===== src/rtl/muldiv_ctrl.sv =====
`default_nettype none
// ============================================================================
//  Module      : muldiv_ctrl
//  Description : HI/LO multiply/divide sequencer. Runs a signed MULT or DIV
//                iteratively over WIDTH cycles (shift-add / restoring
//                shift-subtract on magnitudes), applies sign correction in a
//                single FIX cycle, owns HI/LO and raises the pipeline stall.
//  Revision    : 1.0  initial release
// ============================================================================
module muldiv_ctrl #(
    parameter int WIDTH = 32
) (
    input  logic             clk,
    input  logic             reset,
    input  logic             start,
    input  logic             isdiv,
    input  logic [WIDTH-1:0] srca,
    input  logic [WIDTH-1:0] srcb,
    input  logic             rdhi,
    input  logic             rdlo,
    output logic [WIDTH-1:0] hi,
    output logic [WIDTH-1:0] lo,
    output logic             busy,
    output logic             done,
    output logic             stall
);

    localparam int             CW       = (WIDTH > 1) ? $clog2(WIDTH) : 1;
    localparam logic [CW-1:0]  CNT_LAST = CW'(WIDTH - 1);
    localparam logic [CW-1:0]  CNT_ONE  = CW'(1);

    typedef enum logic [1:0] {
        S_IDLE = 2'd0,
        S_RUN  = 2'd1,
        S_FIX  = 2'd2
    } state_t;

    state_t                 state_q, state_d;
    logic [CW-1:0]          cnt_q, cnt_d;
    logic [WIDTH-1:0]       opa_q, opa_d;      // |srca|
    logic [WIDTH-1:0]       opb_q, opb_d;      // |srcb|
    logic                   sa_q, sa_d;        // sign of srca
    logic                   sb_q, sb_d;        // sign of srcb
    logic                   div_q, div_d;      // operation is DIV
    logic [2*WIDTH-1:0]     acc_q, acc_d;      // {upper partial, lower shift reg}
    logic [WIDTH-1:0]       hi_q, hi_d;
    logic [WIDTH-1:0]       lo_q, lo_d;

    // Operand magnitudes taken at accept time. The most-negative value maps
    // onto itself, which is its correct unsigned magnitude.
    logic [WIDTH-1:0]       abs_a, abs_b;
    assign abs_a = srca[WIDTH-1] ? -srca : srca;
    assign abs_b = srcb[WIDTH-1] ? -srcb : srcb;

    // Multiply step: the multiplier sits in the low half and is consumed LSB
    // first; the multiplicand is added into the upper half, then all shifts right.
    logic [WIDTH:0]         mul_sum;
    logic [2*WIDTH-1:0]     mul_next;
    assign mul_sum  = {1'b0, acc_q[2*WIDTH-1:WIDTH]}
                    + (acc_q[0] ? {1'b0, opa_q} : {(WIDTH+1){1'b0}});
    assign mul_next = {mul_sum, acc_q[WIDTH-1:1]};

    // Divide step: the dividend sits in the low half and is shifted MSB first
    // into the remainder; quotient bits enter at the bottom. The trial
    // difference needs one extra bit because the shifted remainder can exceed
    // WIDTH bits before the subtraction.
    logic [WIDTH:0]         rem_sh;
    logic [WIDTH:0]         div_diff;
    logic                   div_ok;
    logic [2*WIDTH-1:0]     div_next;
    assign rem_sh   = {acc_q[2*WIDTH-1:WIDTH], acc_q[WIDTH-1]};
    assign div_diff = rem_sh - {1'b0, opb_q};
    assign div_ok   = ~div_diff[WIDTH];
    assign div_next = {(div_ok ? div_diff[WIDTH-1:0] : rem_sh[WIDTH-1:0]),
                       acc_q[WIDTH-2:0], div_ok};

    // Sign correction applied in FIX. The overflow divide (most-negative / -1)
    // falls out naturally: magnitude quotient 2^(W-1) negates onto itself and
    // the remainder is zero.
    logic [2*WIDTH-1:0]     prod_fix;
    logic [WIDTH-1:0]       quo_fix, rem_fix, dvd_raw;
    assign prod_fix = (sa_q ^ sb_q) ? -acc_q : acc_q;
    assign quo_fix  = (sa_q ^ sb_q) ? -acc_q[WIDTH-1:0] : acc_q[WIDTH-1:0];
    assign rem_fix  = sa_q ? -acc_q[2*WIDTH-1:WIDTH] : acc_q[2*WIDTH-1:WIDTH];
    assign dvd_raw  = sa_q ? -opa_q : opa_q;

    // Next-state, datapath next values and status outputs.
    always_comb begin
        state_d = state_q;
        cnt_d   = cnt_q;
        opa_d   = opa_q;
        opb_d   = opb_q;
        sa_d    = sa_q;
        sb_d    = sb_q;
        div_d   = div_q;
        acc_d   = acc_q;
        hi_d    = hi_q;
        lo_d    = lo_q;
        busy    = 1'b0;
        done    = 1'b0;

        case (state_q)
            S_IDLE: begin
                if (start) begin
                    opa_d   = abs_a;
                    opb_d   = abs_b;
                    sa_d    = srca[WIDTH-1];
                    sb_d    = srcb[WIDTH-1];
                    div_d   = isdiv;
                    acc_d   = {{WIDTH{1'b0}}, (isdiv ? abs_a : abs_b)};
                    cnt_d   = CNT_LAST;
                    state_d = S_RUN;
                end
            end
            S_RUN: begin
                busy  = 1'b1;
                acc_d = div_q ? div_next : mul_next;
                if (cnt_q == '0) begin
                    state_d = S_FIX;
                end else begin
                    cnt_d = cnt_q - CNT_ONE;
                end
            end
            S_FIX: begin
                busy    = 1'b1;
                done    = 1'b1;
                state_d = S_IDLE;
                if (!div_q) begin
                    hi_d = prod_fix[2*WIDTH-1:WIDTH];
                    lo_d = prod_fix[WIDTH-1:0];
                end else if (opb_q == '0) begin
                    // Divide by zero: no trap, fixed result pattern.
                    lo_d = '1;
                    hi_d = dvd_raw;
                end else begin
                    lo_d = quo_fix;
                    hi_d = rem_fix;
                end
            end
            default: begin
                state_d = S_IDLE;
            end
        endcase

        stall = busy & (rdhi | rdlo | start);
    end

    // State and datapath registers with synchronous reset.
    always_ff @(posedge clk) begin
        if (reset) begin
            state_q <= S_IDLE;
            cnt_q   <= '0;
            opa_q   <= '0;
            opb_q   <= '0;
            sa_q    <= 1'b0;
            sb_q    <= 1'b0;
            div_q   <= 1'b0;
            acc_q   <= '0;
            hi_q    <= '0;
            lo_q    <= '0;
        end else begin
            state_q <= state_d;
            cnt_q   <= cnt_d;
            opa_q   <= opa_d;
            opb_q   <= opb_d;
            sa_q    <= sa_d;
            sb_q    <= sb_d;
            div_q   <= div_d;
            acc_q   <= acc_d;
            hi_q    <= hi_d;
            lo_q    <= lo_d;
        end
    end

    assign hi = hi_q;
    assign lo = lo_q;

endmodule
`default_nettype wire


===== config.mk =====
export PLATFORM = sky130hd
export DESIGN_NAME = muldiv_ctrl
export DESIGN_NICKNAME = d
export VERILOG_FILES = /design/src/rtl/muldiv_ctrl.sv
export SDC_FILE = /design/constraint.sdc
export NUM_CORES = 1
export LEC_CHECK = 0
export BUFFER_PORTS_ARGS = -buffer_cell sky130_fd_sc_hd__buf_2
export CAP_MARGIN = 10
export CORE_MARGIN = 3
export CORE_UTILIZATION = 40
export CTS_BUF_LIST = sky130_fd_sc_hd__clkbuf_2 sky130_fd_sc_hd__clkbuf_4 sky130_fd_sc_hd__clkbuf_8
export CTS_CLUSTER_DIAMETER = 60
export DETAILED_ROUTE_END_ITERATION = 6
export REMOVE_ABC_BUFFERS = 1
export SLEW_MARGIN = 20
export SYNTH_ARGS = -nofsm -noshare
export SYNTH_HDL_FRONTEND = slang
export SYNTH_SLANG_ARGS = --single-unit

===== constraint.sdc =====
create_clock -name clk -period 3.3 [get_ports clk]
set_input_delay 0.165 -clock clk [delete_from_list [all_inputs] [get_ports clk]]
set_output_delay 0.165 -clock clk [all_outputs]
set_load 0.03 [all_outputs]

==> results of run 1 <==
## flip-flops by register name, indices dropped and copies added (netlist names)
register	cells
acc_q	64
cnt_q	5
div_q	1
hi	32
lo	32
opa_q	32
opb_q	32
sa_q	1
sb_q	1
state_q	2
## power groups by stage
stage	clock network (uW)	registers (uW)	logic, uW
floorplan	0	3170	2220
global placement	0	3120	3660
detailed placement	0	3120	3680
CTS	3190	3070	3750
global route	3270	3120	4150
finish	3130	3090	3820
## layer usage
| metal | vias to the layer above | global-route usage [%] | share of wire [%] |
|---|---|---|---|
| li1 | 8426 | - | - |
| met1 | 8302 | 40.07 | 43 |
| met2 | 785 | 45.57 | 44 |
| met3 | 133 | 4.954 | 8.6 |
| met4 | 2 | 9.931 | 3.7 |
| met5 | - | 0 | 0.027 |
## per-stage QoR
| step | TNS [ps] | cells | setup WS, ps |
|---|---|---|---|
| after floorplan | -128690 | 2022 | -2493 |
| after global placement | -46.08 | 2849 | -46.08 |
| after detailed placement | -2.748 | 2849 | -2.748 |
| after CTS | 0 | 2963 | 69.00 |
| after global routing | 0 | 2963 | 12.00 |
| final | 0 | 2963 | 103.1 |
## area by class of cell
type                    count  area share (%)
well taps                 525           3.284
repair buffers            344           12.16
flip-flops and latches    202           20.25
multi-input cells        1751           58.22
clock buffers              65           4.066
clock inverters             7          0.7256
inverters                  69           1.295
## worst reg2reg max path: stages (launching register included)
cell	delay (ps)
sky130_fd_sc_hd__dfxtp_1	380
sky130_fd_sc_hd__nor3_1	350
sky130_fd_sc_hd__nand4b_1	420
sky130_fd_sc_hd__nor4_4	510
sky130_fd_sc_hd__nand3_2	290
sky130_fd_sc_hd__o21ai_0	350
sky130_fd_sc_hd__a21oi_1	110
sky130_fd_sc_hd__a311oi_1	440
sky130_fd_sc_hd__a211oi_1	140
## how the worst min path moves through the flow
| stage | slack, ps | cells after the start | start | to |
|---|---|---|---|---|
| floorplan | 230 | 1 | reset | acc_q[11]$_SDFFE_PP0P_ |
| global placement | 460 | 2 | hi[3]$_SDFFE_PP0P_ | hi[3]$_SDFFE_PP0P_ |
| detailed placement | 460 | 2 | hi[18]$_SDFFE_PP0P_ | hi[18]$_SDFFE_PP0P_ |
| CTS | 1 | 3 | srca[4] | opa_q[4]$_SDFFE_PP0P_ |
| global route | 30 | 3 | srca[26] | opa_q[26]$_SDFFE_PP0P_ |
| finish | 40 | 4 | srcb[26] | opb_q[26]$_SDFFE_PP0P_ |
## synthesized netlist by cell type (63+ instances only)
cell type	n	area (sq um)
sky130_fd_sc_hd__o21ai_0	149	745.7
sky130_fd_sc_hd__inv_1	68	255.2
sky130_fd_sc_hd__a211oi_1	113	848.3
sky130_fd_sc_hd__ha_1	74	925.9
sky130_fd_sc_hd__nor3_1	63	315.3
sky130_fd_sc_hd__nand2_1	178	668.1
sky130_fd_sc_hd__dfxtp_1	202	4044
sky130_fd_sc_hd__clkbuf_1	134	503.0
sky130_fd_sc_hd__nor2_1	231	867.1
sky130_fd_sc_hd__xnor2_1	119	1042
sky130_fd_sc_hd__a21oi_1	130	650.6
sky130_fd_sc_hd__xor2_1	100	875.8
## logic make-up after synthesis
kind of cell | Yosys count
and+or+nand+nor | 705
AOI/OAI and AO/OA | 680
buffers and inverters | 226
xor gates and xnor gates | 219
DFF | 202
adders and majority gates | 76
muxes | 71
## what timing repair did
action	CTS	global route
hold buffers	42	0
endpoints found under the setup margin	1	30
hold endpoints to repair	53	0
pin swaps	0	3
gates resized for setup	1	18
==> summary by stage, run 1 <==
Final layout
The area of combinational cells with multiple inputs is 0.01165 sq mm. The share of the core filled with cells is 49.89%. The number of inserted filler cells in the final layout is 3906. After routing the design area is 0.02000 sq mm. Compared with the post-synthesis result, the final layout area differs by 21.85%.

Cells with a size suffix above 1 make up 18.25% of the layout. The area taken by flip-flops and latches is 0.004050 sq mm. The leading cell type in the layout, fill and taps excluded is sky130_fd_sc_hd__nor2_1. At the end of the flow, the number of nets in the layout was 2555. The repair_antennas step left the layout with diodes totalling 0.

In the layout the commonest cells are sky130_fd_sc_hd__nor2_1 (229), sky130_fd_sc_hd__dfxtp_1 (199), sky130_fd_sc_hd__nand2_1 (178).

Floorplan
In this run the core area contains 73 standard-cell rows. In this run the standard cell core region covers 0.04010 sq mm. The die is 208.6 um wide. The area enclosed by the die boundary is 0.04351 sq mm. The total I/O pin count is 137. The initial standard-cell utilization of the core is 40.94%.

Measured along the y axis, the die boundary spans 208.6 um.

Power and ir drop
Cell internal power was estimated by the tool at 6090 uW. In this run the static leakage power is 0.008177 uW. IR analysis of the VDD net gives a maximum drop of 360.9 uV. The final total power is 10050 uW.

The relative contribution of combinational cells to total power is 38.1%. The fraction of power consumed by sequential logic is 30.8%. Of the total power, the share spent switching nets is 39.38%. The share of power burned in the clock network is 31.2%.

Summed over all nets, the switching power comes to 3957 uW. Power spread over the standard cell area amounts to 502.3 mW/mm^2.

Critical path
The worst register-to-register path ends at hi[23]$_SDFFE_PP0P_. The launching point of the worst reg2reg path is acc_q[20]$_SDFFE_PP0P_. The kind of cell with the highest combined delay on the critical path is simple AND/OR/NAND/NOR gates. Walking the worst path, the cells encountered are dlygate4sd3_1 > buf_2 > or4_1 > nor4_2 > buf_4 > nand3_1 > or2_1 > or4_1 > o21ai_0 > o211ai_1 > a21oi_1. For the worst setup path, the data arrival time is 3710 ps. The highest fanout seen on the critical path is 4.

STA classifies the critical path endpoint as a flop. The largest single stage delay on the critical path is 590 ps. The number of stages on the worst setup path is 11. STA puts the critical path data required time at 3820 ps. The startpoint of the worst setup timing path is srcb[3]. The startpoint type of the worst setup path is an input port. The type of the setup path with the least slack is in2reg. The register-to-register setup slack is 160 ps.

The critical path capture point is acc_q[31]$_SDFFE_PP0P_. The cell count of the worst reg-to-reg path is 8. The number of buffer and inverter instances along the worst setup path is 3. Counting stages on the worst path, the most repeated cell is sky130_fd_sc_hd__or4_1. The worst-path cell with the longest stage delay is sky130_fd_sc_hd__or4_1.

Detailed routing
The wire length after detailed routing is 65.53 mm. The count of nets left with antenna violations after detail routing is 0. The detailed router's first-iteration violation count is 1859. The pre-antenna-repair detailed-routing pass consisted of 6 iterations. In the routed design, unresolved DRC markers number 0. Dividing the detail-routed wire length by the instance count gives 22.12 um.

After detailed routing, the number of vias per cell comes to 5.956. Detailed routing inserted a total of 17648 vias.

STA
The slew at the pin with the worst max-slew slack is 1035 ps. The normalized max-slew margin is 30.72%. The total count of hold-check failures in the final report is 0. The max-slew violation count is 0. The setup violation total in the final timing report is 0. The worst hold margin is 38.26 ps. The final clock period utilization by the worst path is 96.88%.

The post-route minimum period is 3197 ps. The clock arrives with 19.45 ps of skew. Setup repair after global routing left no endpoint under its margin. The highest clock rate is 312.8 MHz.

Global routing
In the global route stage, overall resource usage came out at 28.90%. For this run the aggregate overflow at the end of global routing stands at 0. Entering global routing, the biggest net connects 64 pins. The via count of the first global-routing pass is 16793. The global-route wire length before repair is 99.88 mm.

The number of antenna violations at the first check in global routing is 1.

CTS
The TritonCTS clock tree is built. The number of buffers inserted by post-CTS setup repair is 0. After clock tree synthesis, the clock-pin slew on the worst setup and hold paths is 50 ps.

Clock latency on the worst-skew pair, taken at its later pin, is 620 ps. The deepest level of the CTS H-tree is 2. The maximum clock path buffer count is 3. The total clock buffers created by CTS is 41. The count of clock tree sinks is 202. The clock tree root buffer cell is sky130_fd_sc_hd__clkbuf_8.

Synthesis
Summing the areas of all and, or, nand and nor instances in the mapped netlist gives 20.71% of the synthesized area. The dominant combinational cell family by area after synthesis is compound AO/OA/AOI/OAI gates. The number of flip-flops and latches in the synthesized netlist is 202. Sequential cells were found to cover 24.63% of the synthesized design area. The post-synthesis instance area is 0.01642 sq mm. Of all flip-flops after synthesis, the portion carrying an async set or reset was 0%. The number of distinct library cell variants in the gate-level netlist after synthesis is 83. Synthesis produced a netlist whose cell count is 2179. Summing the areas of all fa, ha and maj instances in the mapped netlist gives 5.884% of the synthesized area. For this run, the leading register cell type out of synthesis is sky130_fd_sc_hd__dfxtp_1.

Summing the areas of all compound-gate instances in the mapped netlist gives 27.28% of the synthesized area. During synthesis, Yosys emitted a total of 0 warnings. A synthesized cell averages 7.534 sq um. In the synthesized netlist, mux cells make up 4.550% of the area. The xor and xnor fraction of the mapped netlist area is 11.68%. In this run, synthesis inferred 0 flip-flops with an integrated enable.

Outcome
The run finished with clean final reports.

Place
The detailed-placement wirelength estimate is 49.75 mm. The global placer's final weighted congestion is 1.015. The placed instances occupy a cell area of 0.01854 sq mm. The count of port buffers added during placement is 136.

Flow run
The max capacitance violation total is 0.

Worst hold path
The classification of the worst-slack hold path is in2reg.
No activity file was read; power rests on OpenSTA's default activity.
==> run 2, diff against run 1 <==
--- a/config.mk
+++ b/config.mk
@@ -12,8 +12,10 @@
 export CTS_BUF_LIST = sky130_fd_sc_hd__clkbuf_2 sky130_fd_sc_hd__clkbuf_4 sky130_fd_sc_hd__clkbuf_8
 export CTS_CLUSTER_DIAMETER = 60
 export DETAILED_ROUTE_END_ITERATION = 6
+export RECOVER_POWER = 25
 export REMOVE_ABC_BUFFERS = 1
 export SLEW_MARGIN = 20
 export SYNTH_ARGS = -nofsm -noshare
 export SYNTH_HDL_FRONTEND = slang
 export SYNTH_SLANG_ARGS = --single-unit
+export TNS_END_PERCENT = 10
==> constraint.sdc (replaced) <==
create_clock -name clk -period 3.1 [get_ports clk]
set_input_delay 0.155 -clock clk [delete_from_list [all_inputs] [get_ports clk]]
set_output_delay 0.155 -clock clk [all_outputs]
set_load 0.03 [all_outputs]
==> run 2 against run 1 <==
Worst hold slack worse by 5.6 ps. Sequential power up 5%. Highest routed layer is now met4. Count of clock-buffer cells in the layout down 4. Critical path type unchanged. Clock skew up 24 ps. Largest power group unchanged. Largest cell class unchanged. The flow now finishes with violations (setup timing). Setup slack worse by 130 ps. Wire length up 5.1%. Register-to-register slack worse by 160 ps. Via count up 3.5%. Clock power up 3%. Flip-flop and latch count unchanged. Core utilization up 2.3 points. Final area up 4.5%.
==> summary by stage, run 2 (same netlist as run 1, synthesis figures left out) <==
Outcome
Outcome: finished, violations left (was finished clean). The final reports fail on setup timing.

Final layout
The register name with the most flops is acc_q (unchanged). Most used cells in the layout excluding fill and tap cells: sky130_fd_sc_hd__buf_4 (256), sky130_fd_sc_hd__nor2_1 (229), sky130_fd_sc_hd__dfxtp_1 (198) (was sky130_fd_sc_hd__nor2_1 (229), sky130_fd_sc_hd__dfxtp_1 (199), sky130_fd_sc_hd__nand2_1 (178)). The fraction of layout instances using a drive strength above 1 was 20.44% (was 18.25%). The synthesis-to-finish area growth was 27.39% (was 21.85%).

The share of the core filled with cells is 52.15% (was 49.89%). The leading cell type in the layout, fill and taps excluded is sky130_fd_sc_hd__buf_4 (was sky130_fd_sc_hd__nor2_1). The number of inserted diodes is 0 (unchanged). The number of flip-flops in the largest register is 64 (unchanged). The post-layout net count is 2660 (was 2555).

Global routing
The overall global routing resource usage is 30.22% (was 28.90%). The via count of the first global-routing pass is 17368 (was 16793). The number of antenna violations at the first check in global routing came to 2 (was 1).

The total grt overflow came to 0 (unchanged). The pin count of the biggest net entering global routing is 85 (was 64). The global-route wire length before repair is 104.3 mm (was 99.88 mm).

Floorplan
The y dimension of the die was 208.6 um (unchanged). The width of the chip is 208.6 um (unchanged). The number of placement rows is 73 (unchanged). The floorplan core area came to 0.04010 sq mm (unchanged). The initial standard-cell utilization of the core is 40.94% (unchanged). The area enclosed by the die boundary is 0.04351 sq mm (unchanged). The total I/O pin count is 137 (unchanged).

Detailed routing
The top routing layer in use was met4 (was met5). The wire length after detailed routing is 68.88 mm (was 65.53 mm). The count of nets left with antenna violations after detail routing is 0 (unchanged). The count of vias placed by the detailed router was 18271 (was 17648). The met2 layer wire length in the routed design was 29.62 mm (was 28.97 mm). The per-cell routed wire length is 22.44 um (was 22.12 um).

The met3 wirelength from detailed routing was 6.371 mm (was 5.632 mm). The routed metal-1 wire length is 30.26 mm (was 28.47 mm). The detailed router's first-iteration violation count is 1645 (was 1859). The DRC violation count after routing is 0 (unchanged). The number of detailed-route iterations in the first pass came to 6 (unchanged). The detailed-route vias per instance came to 5.953 (was 5.956).

STA
The slew at the pin with the worst max-slew slack was 902.8 ps (was 1035 ps). The post-route minimum period is 3130 ps. The total count of hold-check failures in the final report is 0 (unchanged). The final clock period utilization by the worst path is 101.0%. The highest clock rate is 319.5 MHz. The worst-case setup margin in the final layout is -30.09 ps (was 103.1 ps). The setup violation total in the final timing report was 1 (was 0). The post-route clock skew is 43.82 ps (was 19.45 ps).

The max-slew violation count came to 0 (unchanged). The worst hold margin is 32.68 ps (was 38.26 ps). The normalized max-slew margin came to 39.59% (was 30.72%). Setup repair after global routing missed its margin: yes (was no).

CTS
The total clock buffers created by CTS is 42 (was 41). The later-pin clock latency in the skew report is 640 ps (was 620 ps). The clock tree root buffer cell is sky130_fd_sc_hd__clkbuf_8 (unchanged).

The maximum clock path buffer count is 3 (unchanged). The deepest level of the CTS H-tree is 2 (unchanged). The TritonCTS clock tree is built (unchanged). The count of clock tree sinks came to 202 (unchanged).

The register clock-pin slew on the reported worst setup and hold paths is 60 ps (was 50 ps).

Critical path
The end of the worst register-to-register path was hi[9]$_SDFFE_PP0P_ (was hi[23]$_SDFFE_PP0P_). The launching point of the worst reg2reg path is acc_q[26]$_SDFFE_PP0P_ (was acc_q[20]$_SDFFE_PP0P_). The arrival time at the worst endpoint is 3620 ps (was 3710 ps). The data required time of the worst path is 3590 ps (was 3820 ps). The cell count of the worst reg-to-reg path is 11 (was 8). The startpoint type of the worst setup path is an input port (unchanged).

The highest fanout seen on the critical path is 4 (unchanged). The type of the setup path with the least slack is in2reg (unchanged). The register-to-register setup slack is 0 ps (was 160 ps). The type of destination of the critical path is a flop (unchanged).

Worst hold path
The hold path startpoint is srca[8] (was srcb[26]). The count of cells along the worst hold path was 3 (was 4). The classification of the worst-slack hold path is in2reg (unchanged).

The capture endpoint of the worst hold path is opa_q[8]$_SDFFE_PP0P_ (was opb_q[26]$_SDFFE_PP0P_).

Power and ir drop
The maximum ir drop on the vdd rail was 442.4 uV (was 360.9 uV). The total power density per cell area is 521.1 mW/mm^2 (was 502.3 mW/mm^2). The static leakage is 0.008435 uW (was 0.008177 uW).

Place
The global placer's final weighted congestion is 1.005 (was 1.015). The detailed-placement wirelength estimate is 52.52 mm (was 49.75 mm). The count of port buffers added during placement is 136 (unchanged).

Flow run
The max capacitance violation total is 0 (unchanged).
run 2: changes by cell type in the layout (fill, tap and decap cells not counted), moves of 6 or more:
cell / before / now
sky130_fd_sc_hd__o21ai_0: 146 / 139
sky130_fd_sc_hd__a21oi_1: 128 / 119
sky130_fd_sc_hd__dlygate4sd3_1: 42 / 50
sky130_fd_sc_hd__clkbuf_1: 0 / 64
sky130_fd_sc_hd__buf_4: 159 / 256
sky130_fd_sc_hd__a21oi_2: 2 / 11
sky130_fd_sc_hd__clkinv_2: 1 / 7
sky130_fd_sc_hd__buf_2: 135 / 71
run 2: what timing repair did:
item | in CTS | in global routing
buffers inserted | 1 | 2
endpoints found under the hold margin | 56 | 0
gates resized for setup | 14 | 58
hold buffers | 50 | 0
pin swaps | 6 | 12
setup endpoints to repair | 13 | 54
run 2: final cells by class:
class,count,area (sq um)
fill,3951,19180
multi-input combinational,1751,11860
sequential,202,4051
timing repair buffer,448,3149
clock buffer,61,777.0
tap,525,656.9
inverter,69,259.0
clock inverter,13,156.4
run 2: per-stage QoR:
stage	TNS (ps)	cells	setup WS [ps]	total power (uW)	area [sq um]
6_report	-30.09	3069	-30.09	10900	20910
5_1_grt	-341.4	3069	-72.47	11440	20910
4_1_cts	-14.18	3067	-10.45	10820	20730
3_5_place_dp	-792.7	2942	-199.8	7521	19240
3_3_place_gp	-528.1	2942	-214.0	7497	19240
2_1_floorplan	-153340	2022	-2693	5744	15810
run 2: metal layers:
| metal | vias up | global-route usage [%] |
|---|---|---|
| li1 | 8638 | - |
| met4 | 0 | 10.76 |
| met3 | 150 | 6.440 |
| met1 | 8632 | 42.68 |
| met2 | 851 | 45.57 |
| met5 | - | 0 |
run 2: power by group:
group | switching (uW) | total (uW) | internal [uW]
clock | 1340 | 3210 | 1870
combinational | 2680 | 4450 | 1770
sequential | 339 | 3240 | 2900
run 2: worst max path at each step:
| stage | start | to | slack, ps | depth (start not counted) |
|---|---|---|---|---|
| after floorplan | state_q[1]$_SDFFE_PP0P_ | acc_q[58]$_SDFFE_PP0P_ | -2690 | 9 |
| after global placement | srcb[21] | acc_q[31]$_SDFFE_PP0P_ | -210 | 9 |
| after detailed placement | srcb[21] | acc_q[31]$_SDFFE_PP0P_ | -200 | 9 |
| after CTS | acc_q[0]$_SDFFE_PP0P_ | hi[9]$_SDFFE_PP0P_ | -10 | 14 |
| after global routing | acc_q[0]$_SDFFE_PP0P_ | acc_q[63]$_SDFFE_PP0P_ | -70 | 15 |
| final | srcb[13] | acc_q[31]$_SDFFE_PP0P_ | -30 | 11 |
run 2: worst max-delay path: stages:
cell                            delay [ps]
sky130_fd_sc_hd__dlygate4sd3_1         530
sky130_fd_sc_hd__buf_2                 150
sky130_fd_sc_hd__or4_1                 570
sky130_fd_sc_hd__nor3_1                200
sky130_fd_sc_hd__buf_4                 180
sky130_fd_sc_hd__nand3_1               110
sky130_fd_sc_hd__or2_1                 260
sky130_fd_sc_hd__or4_1                 450
sky130_fd_sc_hd__o21ai_0               520
sky130_fd_sc_hd__o211ai_1              160
sky130_fd_sc_hd__a21oi_1               320
